`src/rtl/fp_sqrt_pkg.sv`:
```
// Shared types, format constants and helpers for the iterative square root unit.
package fp_sqrt_pkg;

   typedef enum logic [2:0] {
      StIdle,
      StNorm,
      StIter,
      StRound,
      StDone
   } state_e;

   typedef enum logic [2:0] {
      RmRne = 3'b000,
      RmRtz = 3'b001,
      RmRdn = 3'b010,
      RmRup = 3'b011,
      RmRmm = 3'b100
   } rm_e;

   // Format constants
   localparam int unsigned SP_EXP_W = 8;
   localparam int unsigned SP_MAN_W = 23;
   localparam int unsigned SP_BIAS  = 127;
   localparam int unsigned SP_NB    = 26;
   localparam int unsigned DP_EXP_W = 11;
   localparam int unsigned DP_MAN_W = 52;
   localparam int unsigned DP_BIAS  = 1023;
   localparam int unsigned DP_NB    = 55;

   localparam logic [63:0] SP_QNAN = 64'h0000_0000_7FC0_0000;
   localparam logic [63:0] DP_QNAN = 64'h7FF8_0000_0000_0000;

   // Datapath widths, sized for binary64; binary32 runs top-aligned in the same registers.
   localparam int unsigned ROOT_W = DP_NB;          // root bits produced
   localparam int unsigned REM_W  = DP_NB + 3;      // remainder never exceeds 2*root+3
   localparam int unsigned RAD_W  = 2 * DP_NB;      // radicand shift register
   localparam int unsigned CNT_W  = 6;
   localparam int unsigned STEP_W = 3;

   // Number of ITER cycles for a root of nb bits at bpc bits per cycle.
   function automatic int unsigned iters(input int unsigned nb, input int unsigned bpc);
      return (nb + bpc - 1) / bpc;
   endfunction

   // Leading-zero count of a 52-bit field; 52 when the field is zero.
   function automatic logic [5:0] lzc52(input logic [51:0] v);
      logic [5:0] n;
      n = 6'd52;
      for (int i = 0; i < 52; i++) begin
         if (v[i]) n = 6'(51 - i);
      end
      return n;
   endfunction

endpackage

```
`src/rtl/fp_sqrt_step.sv`:
```
// Combinational restoring square-root step: retires up to BITS_PER_CYCLE root bits.
module fp_sqrt_step
   import fp_sqrt_pkg::*;
#(
   parameter int unsigned BITS_PER_CYCLE = 1
) (
   input  logic [STEP_W-1:0] steps,      // number of bits to retire this cycle
   input  logic [REM_W-1:0]  rem,
   input  logic [ROOT_W-1:0] root,
   input  logic [RAD_W-1:0]  rad,
   output logic [REM_W-1:0]  rem_next,
   output logic [ROOT_W-1:0] root_next,
   output logic [RAD_W-1:0]  rad_next
);

   logic [REM_W-1:0]  r [0:BITS_PER_CYCLE];
   logic [ROOT_W-1:0] q [0:BITS_PER_CYCLE];
   logic [RAD_W-1:0]  x [0:BITS_PER_CYCLE];
   logic [REM_W-1:0]  r_sh;
   logic [REM_W-1:0]  trial;

   // Chain of single-bit steps; inactive steps pass their inputs through.
   always_comb begin
      r_sh  = '0;
      trial = '0;
      r[0]  = rem;
      q[0]  = root;
      x[0]  = rad;
      for (int j = 0; j < int'(BITS_PER_CYCLE); j++) begin
         r_sh  = {r[j][REM_W-3:0], x[j][RAD_W-1 -: 2]};
         trial = {{(REM_W - ROOT_W - 2){1'b0}}, q[j], 2'b01};
         if (j < int'(steps)) begin
            x[j+1] = {x[j][RAD_W-3:0], 2'b00};
            if (r_sh >= trial) begin
               r[j+1] = r_sh - trial;
               q[j+1] = {q[j][ROOT_W-2:0], 1'b1};
            end else begin
               r[j+1] = r_sh;
               q[j+1] = {q[j][ROOT_W-2:0], 1'b0};
            end
         end else begin
            r[j+1] = r[j];
            q[j+1] = q[j];
            x[j+1] = x[j];
         end
      end
   end

   assign rem_next  = r[BITS_PER_CYCLE];
   assign root_next = q[BITS_PER_CYCLE];
   assign rad_next  = x[BITS_PER_CYCLE];

endmodule

```
`src/rtl/fp_sqrt_iter.sv`:
```
// Multi-cycle digit-recurrence IEEE-754 square root, binary32/binary64, valid/ready on both sides.
module fp_sqrt_iter
   import fp_sqrt_pkg::*;
#(
   parameter int unsigned BITS_PER_CYCLE = 1,
   parameter int unsigned TAG_W          = 4
) (
   input  logic             clk,
   input  logic             rst,
   input  logic             in_valid,
   output logic             in_ready,
   input  logic [63:0]      operand_a,
   input  logic             is_double_precision,
   input  logic [2:0]       rounding_mode,
   input  logic [TAG_W-1:0] in_tag,
   input  logic             flush,
   output logic             out_valid,
   input  logic             out_ready,
   output logic [63:0]      result,
   output logic [TAG_W-1:0] out_tag,
   output logic             flag_invalid,
   output logic             flag_overflow,
   output logic             flag_underflow,
   output logic             flag_inexact,
   output logic             busy
);

   state_e             state_q, state_d;
   logic [63:0]        op_q;
   logic               dp_q;
   rm_e                rm_q;
   logic [TAG_W-1:0]   tag_q;
   logic [REM_W-1:0]   rem_q, rem_nx;
   logic [ROOT_W-1:0]  root_q, root_nx;
   logic [RAD_W-1:0]   rad_q, rad_nx;
   logic [CNT_W-1:0]   cnt_q;
   logic signed [12:0] exp_q;
   logic [63:0]        result_q;
   logic               inv_q, inx_q;
   logic [STEP_W-1:0]  steps;

   // Classification / normalisation signals
   logic               sign, is_den, is_zero, is_inf, is_nan, special, spec_inv;
   logic [10:0]        exp_f, exp_max;
   logic [51:0]        frac;
   logic [63:0]        spec_res, nan_res;
   logic [5:0]         lz;
   logic [52:0]        sig53;
   logic [53:0]        sig54;
   logic signed [12:0] bias_s, exp_u, exp_e, exp_half;

   // Rounding signals
   logic [52:0]        mant;
   logic [53:0]        mant_sum;
   logic               g_bit, r_bit, sticky, inexact, inc, carry;
   logic signed [12:0] exp_b;
   logic [63:0]        round_res;
   logic               unused_bits;

   // Classify the latched operand and produce the normalised, even-exponent radicand.
   always_comb begin
      sign     = dp_q ? op_q[63] : op_q[31];
      exp_f    = dp_q ? op_q[62:52] : {3'b000, op_q[30:23]};
      frac     = dp_q ? op_q[51:0] : {op_q[22:0], 29'b0};
      exp_max  = dp_q ? 11'h7FF : 11'h0FF;
      bias_s   = dp_q ? 13'sd1023 : 13'sd127;
      nan_res  = dp_q ? DP_QNAN : SP_QNAN;
      is_den   = (exp_f == 11'd0);
      is_zero  = is_den && (frac == '0);
      is_inf   = (exp_f == exp_max) && (frac == '0);
      is_nan   = (exp_f == exp_max) && (frac != '0);
      special  = is_nan || is_zero || is_inf || sign;
      spec_res = nan_res;
      spec_inv = 1'b0;
      if (is_nan) begin
         spec_res = nan_res;
         spec_inv = ~frac[51];                   // quiet bit clear means signalling
      end else if (is_zero) begin
         spec_res = dp_q ? op_q : {32'b0, op_q[31:0]};
      end else if (sign) begin
         spec_res = nan_res;
         spec_inv = 1'b1;
      end else if (is_inf) begin
         spec_res = dp_q ? op_q : {32'b0, op_q[31:0]};
      end
      lz       = lzc52(frac) + 6'd1;
      sig53    = is_den ? ({1'b0, frac} << lz) : {1'b1, frac};
      exp_u    = is_den ? (13'sd1 - bias_s - $signed({7'b0, lz}))
                        : ($signed({2'b00, exp_f}) - bias_s);
      // Odd exponent: double the mantissa so the exponent halves exactly.
      sig54    = exp_u[0] ? {sig53, 1'b0} : {1'b0, sig53};
      exp_e    = exp_u - $signed({12'b0, exp_u[0]});
      exp_half = exp_e >>> 1;
   end

   // Bits to retire this cycle: full width except possibly the last cycle.
   always_comb begin
      if (cnt_q >= CNT_W'(BITS_PER_CYCLE)) steps = STEP_W'(BITS_PER_CYCLE);
      else                                  steps = cnt_q[STEP_W-1:0];
   end

   fp_sqrt_step #(
      .BITS_PER_CYCLE (BITS_PER_CYCLE)
   ) u_step (
      .steps     (steps),
      .rem       (rem_q),
      .root      (root_q),
      .rad       (rad_q),
      .rem_next  (rem_nx),
      .root_next (root_nx),
      .rad_next  (rad_nx)
   );

   // Round the root (positive sign, so RDN behaves as RTZ and RUP bumps on inexact).
   always_comb begin
      if (dp_q) mant = root_q[54:2];
      else      mant = {29'b0, root_q[25:2]};
      g_bit   = root_q[1];
      r_bit   = root_q[0];
      sticky  = (rem_q != '0);
      inexact = g_bit | r_bit | sticky;
      case (rm_q)
         RmRtz, RmRdn: inc = 1'b0;
         RmRup:        inc = inexact;
         RmRmm:        inc = g_bit;
         default:      inc = g_bit & (r_bit | sticky | mant[0]);
      endcase
      mant_sum = {1'b0, mant} + {53'b0, inc};
      carry    = dp_q ? mant_sum[53] : mant_sum[24];
      exp_b    = exp_q + bias_s + $signed({12'b0, carry});
      if (dp_q) begin
         round_res = {1'b0, exp_b[10:0], (carry ? 52'b0 : mant_sum[51:0])};
      end else begin
         round_res = {32'b0, 1'b0, exp_b[7:0], (carry ? 23'b0 : mant_sum[22:0])};
      end
   end

   assign unused_bits = ^{exp_b[12:11]};

   // Next-state logic; flush overrides everything.
   always_comb begin
      state_d = state_q;
      case (state_q)
         StIdle:  if (in_valid) state_d = StNorm;
         StNorm:  state_d = special ? StDone : StIter;
         StIter:  if (cnt_q <= CNT_W'(BITS_PER_CYCLE)) state_d = StRound;
         StRound: state_d = StDone;
         StDone:  if (out_ready) state_d = StIdle;
         default: state_d = StIdle;
      endcase
      if (flush) state_d = StIdle;
   end

   // State register.
   always_ff @(posedge clk or posedge rst) begin
      if (rst) state_q <= StIdle;
      else     state_q <= state_d;
   end

   // Datapath registers: operand capture, recurrence and result.
   always_ff @(posedge clk or posedge rst) begin
      if (rst) begin
         op_q     <= '0;
         dp_q     <= 1'b0;
         rm_q     <= RmRne;
         tag_q    <= '0;
         rem_q    <= '0;
         root_q   <= '0;
         rad_q    <= '0;
         cnt_q    <= '0;
         exp_q    <= '0;
         result_q <= '0;
         inv_q    <= 1'b0;
         inx_q    <= 1'b0;
      end else if (!flush) begin
         case (state_q)
            StIdle: begin
               if (in_valid) begin
                  op_q  <= operand_a;
                  dp_q  <= is_double_precision;
                  rm_q  <= rm_e'(rounding_mode);
                  tag_q <= in_tag;
               end
            end
            StNorm: begin
               if (special) begin
                  result_q <= spec_res;
                  inv_q    <= spec_inv;
                  inx_q    <= 1'b0;
               end else begin
                  rem_q  <= '0;
                  root_q <= '0;
                  rad_q  <= {sig54, 56'b0};
                  cnt_q  <= dp_q ? CNT_W'(DP_NB) : CNT_W'(SP_NB);
                  exp_q  <= exp_half;
               end
            end
            StIter: begin
               rem_q  <= rem_nx;
               root_q <= root_nx;
               rad_q  <= rad_nx;
               cnt_q  <= cnt_q - {3'b000, steps};
            end
            StRound: begin
               result_q <= round_res;
               inv_q    <= 1'b0;
               inx_q    <= inexact;
            end
            default: ;
         endcase
      end
   end

   assign in_ready       = (state_q == StIdle);
   assign out_valid      = (state_q == StDone);
   assign busy           = (state_q != StIdle);
   assign result         = result_q;
   assign out_tag        = tag_q;
   assign flag_invalid   = inv_q;
   assign flag_inexact   = inx_q;
   assign flag_overflow  = 1'b0;
   assign flag_underflow = 1'b0;

endmodule
```
`config.mk`:
```
export PLATFORM = sky130hd
export DESIGN_NAME = fp_sqrt_iter
export DESIGN_NICKNAME = d
export VERILOG_FILES = /design/src/rtl/fp_sqrt_pkg.sv /design/src/rtl/fp_sqrt_step.sv /design/src/rtl/fp_sqrt_iter.sv
export SDC_FILE = /design/constraint.sdc
export NUM_CORES = 1
export LEC_CHECK = 0
export CORE_ASPECT_RATIO = 1.2
export CORE_MARGIN = 5
export CORE_UTILIZATION = 33
export CTS_CLUSTER_SIZE = 10
export DETAILED_ROUTE_END_ITERATION = 7
export GPL_TIMING_DRIVEN = 1
export PLACE_DENSITY = 0.49
export SLEW_MARGIN = 10
export SYNTH_ARGS = -nofsm -noshare
export SYNTH_HDL_FRONTEND = slang
export SYNTH_SLANG_ARGS = --single-unit
```
`constraint.sdc`:
```
create_clock -name clk -period 18.84 [get_ports clk]
set_input_delay 4.71 -clock clk [delete_from_list [all_inputs] [get_ports clk]]
set_output_delay 4.71 -clock clk [all_outputs]
set_load 0.01 [all_outputs]
```
==> results of run 1 <==
[kinds of logic (layout without fill, tap and decap cells)]
| kind of cell | Yosys count | in the layout | share of synthesized area [%] |
|---|---|---|---|
| simple gates | 993 | 993 | 18.77 |
| compound gates | 896 | 896 | 23.60 |
| flops | 325 | 325 | 32.76 |
| buf+inv | 322 | 365 | 5.464 |
| mux | 240 | 240 | 11.36 |
| xor+xnor | 125 | 125 | 4.501 |
| fa+ha+maj | 70 | 70 | 3.528 |
| other cells | 1 | 2 | 0.01511 |
[flip-flops by register name (all words and copies together), names as in the netlist, 3 cells and up]
register,count
out_tag,4
rad_q,54
cnt_q,6
result,64
exp_q,11
rm_q,3
root_q,55
state_q,3
op_q,64
rem_q,58
[per-layer routing]
| metal | wire length (um) | vias up | GRT usage (%) |
|---|---|---|---|
| met5 | 0 | - | 0 |
| met4 | 5906 | 0 | 12.28 |
| met3 | 5123 | 274 | 2.930 |
| met2 | 52390 | 900 | 43.92 |
| met1 | 41640 | 11980 | 30.42 |
| li1 | - | 10980 | - |
[worst reg2reg max path, delay by kind of cell, from the launching register on]
kind                       cells  cell delay [ns]
muxes                          1             0.49
adders and majority gates      1             0.49
DFF                            1             0.76
AOI/OAI and AO/OA              5             0.94
xor gates and xnor gates       1             0.16
buffers and inverters          3             1.31
and+or+nand+nor                6             3.65
[area by class of cell]
type,count,share of cell area [%]
inverter,98,1.331
timing repair buffer,202,6.701
tap,1008,4.444
sequential,325,28.67
multi-input combinational,2326,54.36
clock inverter,6,0.3615
clock buffer,59,4.135
[report_power, final]
group	internal (mW)	switching [mW]	total [mW]
Combinational	1.10	1.89	2.99
Clock	0.445	0.324	0.769
Sequential	0.886	0.277	1.16
Total	2.43	2.49	4.92
[through the flow]
stage	utilization, %	cell area (um2)	setup slack, ns
2_1_floorplan	-	24830	5.132
3_3_place_gp	36.20	27110	11.02
3_5_place_dp	36.20	27110	10.89
4_1_cts	37.91	28380	11.05
5_1_grt	37.91	28380	10.58
6_report	37.91	28380	10.94
[synthesized netlist by cell type, drive strengths merged, types with 20 or more instances]
master | n | area [um2]
a21o | 48 | 361.6
a211oi | 28 | 215.2
o31ai | 53 | 397.9
nor4 | 39 | 250.2
nor2 | 234 | 878.3
nand3 | 128 | 640.6
nor3 | 87 | 445.4
xnor2 | 91 | 804.5
dfrtp | 325 | 8133
and3 | 46 | 287.8
a31oi | 29 | 181.4
mux2 | 118 | 1329
nand2 | 319 | 1205
a21oi | 202 | 1015
mux4 | 20 | 450.4
buf | 77 | 434.2
o22ai | 26 | 162.7
o21ai | 262 | 1311
ha | 70 | 875.8
nand4 | 33 | 206.5
a221oi | 26 | 240.2
mux2i | 102 | 1041
o211ai | 23 | 172.7
inv | 98 | 370.4
xor2 | 34 | 312.8
clkbuf | 147 | 551.8
[worst min path at each step]
stage | cells past startpoint | end | slack (ns) | from
floorplan | 2 | rad_q[65]$_DFFE_PP0P_ | 0.44 | rad_q[65]$_DFFE_PP0P_
global placement | 2 | result[32]$_DFFE_PP0P_ | 0.46 | result[32]$_DFFE_PP0P_
detailed placement | 2 | flag_inexact$_DFFE_PP0P_ | 0.46 | flag_inexact$_DFFE_PP0P_
CTS | 2 | flag_inexact$_DFFE_PP0P_ | 0.47 | flag_inexact$_DFFE_PP0P_
global route | 2 | result[32]$_DFFE_PP0P_ | 0.50 | result[32]$_DFFE_PP0P_
finish | 2 | flag_inexact$_DFFE_PP0P_ | 0.46 | flag_inexact$_DFFE_PP0P_
[layout by cell type (no fill, tap or decap), types with 52 or more instances in the layout]
cell / count
mux2_2: 116
inv_1: 96
buf_4: 52
nor3_1: 85
mux2i_1: 99
nand2_1: 316
o21ai_0: 230
a21oi_1: 200
nor2_1: 233
ha_1: 69
clkdlybuf4s50_1: 149
dfrtp_1: 324
o31ai_1: 53
nand3_1: 128
xnor2_1: 89
==> flow_metrics.tcl, run 1 <==
set metrics [dict create \
    final_hold_viol_count 0 \
    seqCellArea_um2 8137 \
    portBuffers 149 \
    fin_total_pwr_mw 4.922 \
    synth-seq-cells 325 \
    dr.first_iter.drc_count 2134 \
    antenna_found_initial 0 \
    syn_area_um2 24820 \
    ys_warn_count 0 \
    drv_slew 0 \
    cts_sinks 325 \
    path_cells "buf_4 > mux2i_4 > o2111ai_1 > nand2b_1 > or4_1 > nand2_4 > ha_2 > and3_1 > xor2_2 > buf_4 > nand3_1 > nor2_1 > buf_4 > a22oi_1 > a211oi_1 > a21oi_1 > o21ai_0" \
    ant_nets 0 \
    tns_ns 0 \
    timing.rr.end "rad_q[61]$_DFFE_PP0P_" \
    worst-path-stages 17 \
    cp.arrival_ns 8.37 \
    die_h_um 310.4 \
    synthToLayoutAreaGrowth_pct 14.33 \
    io_pins 152 \
    rsz0062_at_grt "no" \
    cts_tree "yes" \
    timing.final.crit_period_ns 7.899 \
    yosysSeqAreaShare_pct 32.76 \
    first_pass_iters 5 \
    nNetsFinal 3141 \
    critPathRequiredTime_ns 19.31 \
    grt_max_degree 166 \
    fillers 7697 \
    routabilityCongestion 0.9931 \
    clkLatencyLatePin_ns 0.60 \
    outcome "completed" \
    cts_buffers 41 \
    vias 24130 \
    whs_ns 0.4639 \
    final_cells 4024 \
    critPathTopFamily "simple AND/OR/NAND/NOR gates" \
    grt_pass1_vias 23980 \
    cts_resized 0 \
    multiInputGateArea_um2 15430 \
    num_antenna_cells 0 \
    cts_setup_buffers 0 \
    routed_via_density 5.998 \
    synth-edff-count 0 \
    cts_htree_levels 2 \
    avgSynthCellArea_um2 8.353 \
    period_share_pct 41.93 \
    die_area_um2 80830 \
    ir_drop_uv 104.3 \
    drc 0 \
    finalSetupViolations 0 \
    path_class "reg2reg" \
    clock_path_buffers 3 \
    hpwlAfterDp_um 77920 \
    crit_start "dp_q$_DFFE_PP0P_" \
    cp-end-kind "flop" \
    grt_overflow 0 \
    wl_per_cell_um 26.11 \
    r2r-start "dp_q$_DFFE_PP0P_" \
    grt_pass1_wl_um 155800 \
    root_buffer "clkbuf_16" \
    worst_path_max_delay_cell "nor2_1" \
    synthCells 2972 \
    postCtsHoldBufs 0 \
    final_layout_size_suffix_gt1_share_pct 9.914 \
    core-area_um2 74870 \
    fin_worst_skew_ns 0.04764 \
    path_common_cell "buf_4" \
    async_reset_ff_share_pct 100.0 \
    wl_um 105100 \
    drv_cap 0 \
    worstMarginPinSlew_ns 1.197 \
    slowest_delay_ns 0.90 \
    ff2ff_path_depth 17 \
    ff2ff_setup_slack_ns 10.94 \
    grtUsageTotal_pct 24.99 \
    cp-start-kind "flop" \
    cp_max_fo 67 \
    clkTransAtPathRegs_ns 0.06 \
    cp_num_buf_inv 3 \
    dpl.cell_count 3959 \
    powerDensity_nw_per_um2 173.4 \
    p_leak_nw 11.65 \
    hp-class "reg2reg" \
    endpoint "rad_q[61]$_DFFE_PP0P_" \
    relSlewSlack_pct 17.91 \
    synthDistinctLibCells 94 \
    die_w_um 260.4 \
    timing.fmax_mhz 126.6 \
    fp-row-count 110 \
    initial_core_util_pct 33.16 \
    synth_top_flop_cell "dfrtp_1" \
]
Power figures use the tool's default switching activity.
==> inputs of run 2 (changes only) <==
--- a/config.mk
+++ b/config.mk
@@ -11,7 +11,7 @@
 export CTS_CLUSTER_SIZE = 10
 export DETAILED_ROUTE_END_ITERATION = 7
 export GPL_TIMING_DRIVEN = 1
-export PLACE_DENSITY = 0.49
+export PLACE_DENSITY = 0.51
 export SLEW_MARGIN = 10
 export SYNTH_ARGS = -nofsm -noshare
 export SYNTH_HDL_FRONTEND = slang
==> constraint.sdc (replaced) <==
create_clock -name clk -period 6.6 [get_ports clk]
set_input_delay 1.65 -clock clk [delete_from_list [all_inputs] [get_ports clk]]
set_output_delay 1.65 -clock clk [all_outputs]
set_load 0.01 [all_outputs]
==> flow_metrics.tcl, run 2 (same netlist as run 1, synthesis figures left out) <==
set metrics [dict create \
    path_common_cell "mux2i_1" \
    routabilityCongestion 0.9984 \
    postCtsHoldBufs 0 \
    wl_per_cell_um 26.50 \
    nNetsFinal 3223 \
    timing.fmax_mhz 169.8 \
    path_class "reg2reg" \
    cts_htree_levels 2 \
    die_h_um 310.4 \
    fin_worst_skew_ns 0.03134 \
    slowest_delay_ns 0.76 \
    grt_pass1_wl_um 161100 \
    die_area_um2 80830 \
    cp.arrival_ns 6.32 \
    critPathRequiredTime_ns 7.03 \
    dpl.cell_count 4041 \
    cp_max_fo 44 \
    fp-row-count 110 \
    root_buffer "clkbuf_16" \
    clock_path_buffers 3 \
    seqCellArea_um2 8137 \
    ir_drop_uv 267.5 \
    cts_resized 0 \
    grt_use_met1_pct 30.81 \
    cts_setup_buffers 0 \
    timing.final.crit_period_ns 5.889 \
    use_met3_pct 3.141 \
    cp-start-kind "flop" \
    powerDensity_nw_per_um2 498.1 \
    io_pins 152 \
    drv_cap 0 \
    routed_via_density 5.950 \
    relSlewSlack_pct 23.81 \
    fillers 7837 \
    hp-class "reg2reg" \
    final_common_cell "dfrtp_1" \
    core-area_um2 74870 \
    initial_core_util_pct 33.16 \
    worst_path_max_delay_cell "dfrtp_4" \
    clkTransAtPathRegs_ns 0.06 \
    period_share_pct 89.22 \
    final_hold_viol_count 0 \
    die_w_um 260.4 \
    tns_ns 0 \
    clkLatencyLatePin_ns 0.59 \
    ant_nets 0 \
    grt_max_degree 142 \
    rsz0062_at_grt "no" \
    portBuffers 149 \
    antenna_found_initial 1 \
    first_pass_iters 6 \
    p_leak_nw 12.05 \
    top_usage_layer "met2" \
    cts_buffers 41 \
    finalSetupViolations 0 \
    outcome "completed" \
    grt_pass1_vias 24620 \
    cts_sinks 325 \
    grt_overflow 0 \
    drc 0 \
    critPathTopFamily "multiplexers" \
    hpwlAfterDp_um 82340 \
    multiInputGateArea_um2 15420 \
    wl_um 108700 \
    mostFrequentLayoutCells "dfrtp_1 (324), nand2_1 (317), nor2_1 (233), o21ai_0 (230), a21oi_1 (199)" \
    worstMarginPinSlew_ns 1.131 \
    synthToLayoutAreaGrowth_pct 17.01 \
    cp_num_buf_inv 3 \
    path_cells "mux2i_1 > o2111ai_1 > nand2b_1 > or4_1 > nand2_4 > ha_2 > buf_12 > inv_1 > buf_4 > mux4_2 > mux2i_1 > mux2i_1 > a2111oi_1 > o21a_1 > o221ai_1" \
    drv_slew 0 \
    cts_tree "yes" \
    dr.first_iter.drc_count 2080 \
    grtUsageTotal_pct 26.03 \
    cp-end-kind "flop" \
    vias 24400 \
    use_met2_pct 46.47 \
    final_layout_size_suffix_gt1_share_pct 12.19 \
    final_cells 4101 \
]
-- run 2: changes by cell type in the layout (fill, tap and decap cells not counted), sizes merged --
cell,previous run,this run
buf,53,135
bufinv,1,2
clkbuf,59,50
clkinv,5,6
clkinvlp,0,1
diode,0,1
-- run 2: worst paths after layout --
check                      slack (ns)                  start                     end  cells past startpoint
setup / recovery                 0.71       dp_q$_DFFE_PP0P_  rad_q[106]$_DFFE_PP0P_                     15
hold / removal                   0.47  rad_q[65]$_DFFE_PP0P_   rad_q[65]$_DFFE_PP0P_                      2
setup reg to reg                 0.71       dp_q$_DFFE_PP0P_  rad_q[106]$_DFFE_PP0P_                     15
hold reg to reg                  0.47  rad_q[65]$_DFFE_PP0P_   rad_q[65]$_DFFE_PP0P_                      2
max in group asynchronous        3.74                    rst        dp_q$_DFFE_PP0P_                      3
min in group asynchronous        1.52                    rst   rem_q[41]$_DFFE_PP0P_                      2
-- run 2: area by class of cell --
cell class                      instances  share of cell area, %
Clock inverter                          9                 0.5040
Clock buffer                           50                  3.752
Sequential cell                       325                  28.01
Antenna cell                            1               0.008615
Inverter                               98                  1.288
Multi-Input combinational cell       2326                  53.08
Timing Repair Buffer                  284                  9.011
Tap cell                             1008                  4.342
-- run 2: report_power, final --
part,leakage (nW),switching (mW),internal (mW),total [mW]
combinational,7.28,5.63,3.45,9.07
sequential,4.17,0.688,2.53,3.22
clock,0.604,0.935,1.24,2.18
total,12.0,7.25,7.22,14.5
-- run 2: worst reg2reg max path, stage by stage (launching register included) --
cell	delay, ns
dfrtp_4	0.76
mux2i_1	0.76
o2111ai_1	0.29
nand2b_1	0.22
or4_1	0.71
nand2_4	0.17
ha_2	0.33
buf_12	0.20
inv_1	0.11
buf_4	0.21
mux4_2	0.42
mux2i_1	0.52
mux2i_1	0.21
a2111oi_1	0.45
o21a_1	0.25
o221ai_1	0.12
-- run 2: through the flow --
| stage | utilization [%] | hold WS, ns | instance area (um2) | setup WS, ns | power (mW) |
|---|---|---|---|---|---|
| after floorplan | - | 0.4407 | 24830 | 0.6133 | 8.842 |
| after global placement | 37.14 | 0.4593 | 27810 | 0.8573 | 12.13 |
| after detailed placement | 37.14 | 0.4617 | 27810 | 0.8933 | 12.14 |
| after CTS | 38.79 | 0.4751 | 29040 | 0.8383 | 14.40 |
| after global routing | 38.79 | 0.4984 | 29040 | 0.3060 | 15.25 |
| final | 38.80 | 0.4694 | 29050 | 0.7115 | 14.47 |
-- run 2: layer usage --
layer	vias up	wire length, um
met5	-	0
met4	0	6677
met3	284	5234
met2	880	54640
met1	12110	42120
li1	11130	-
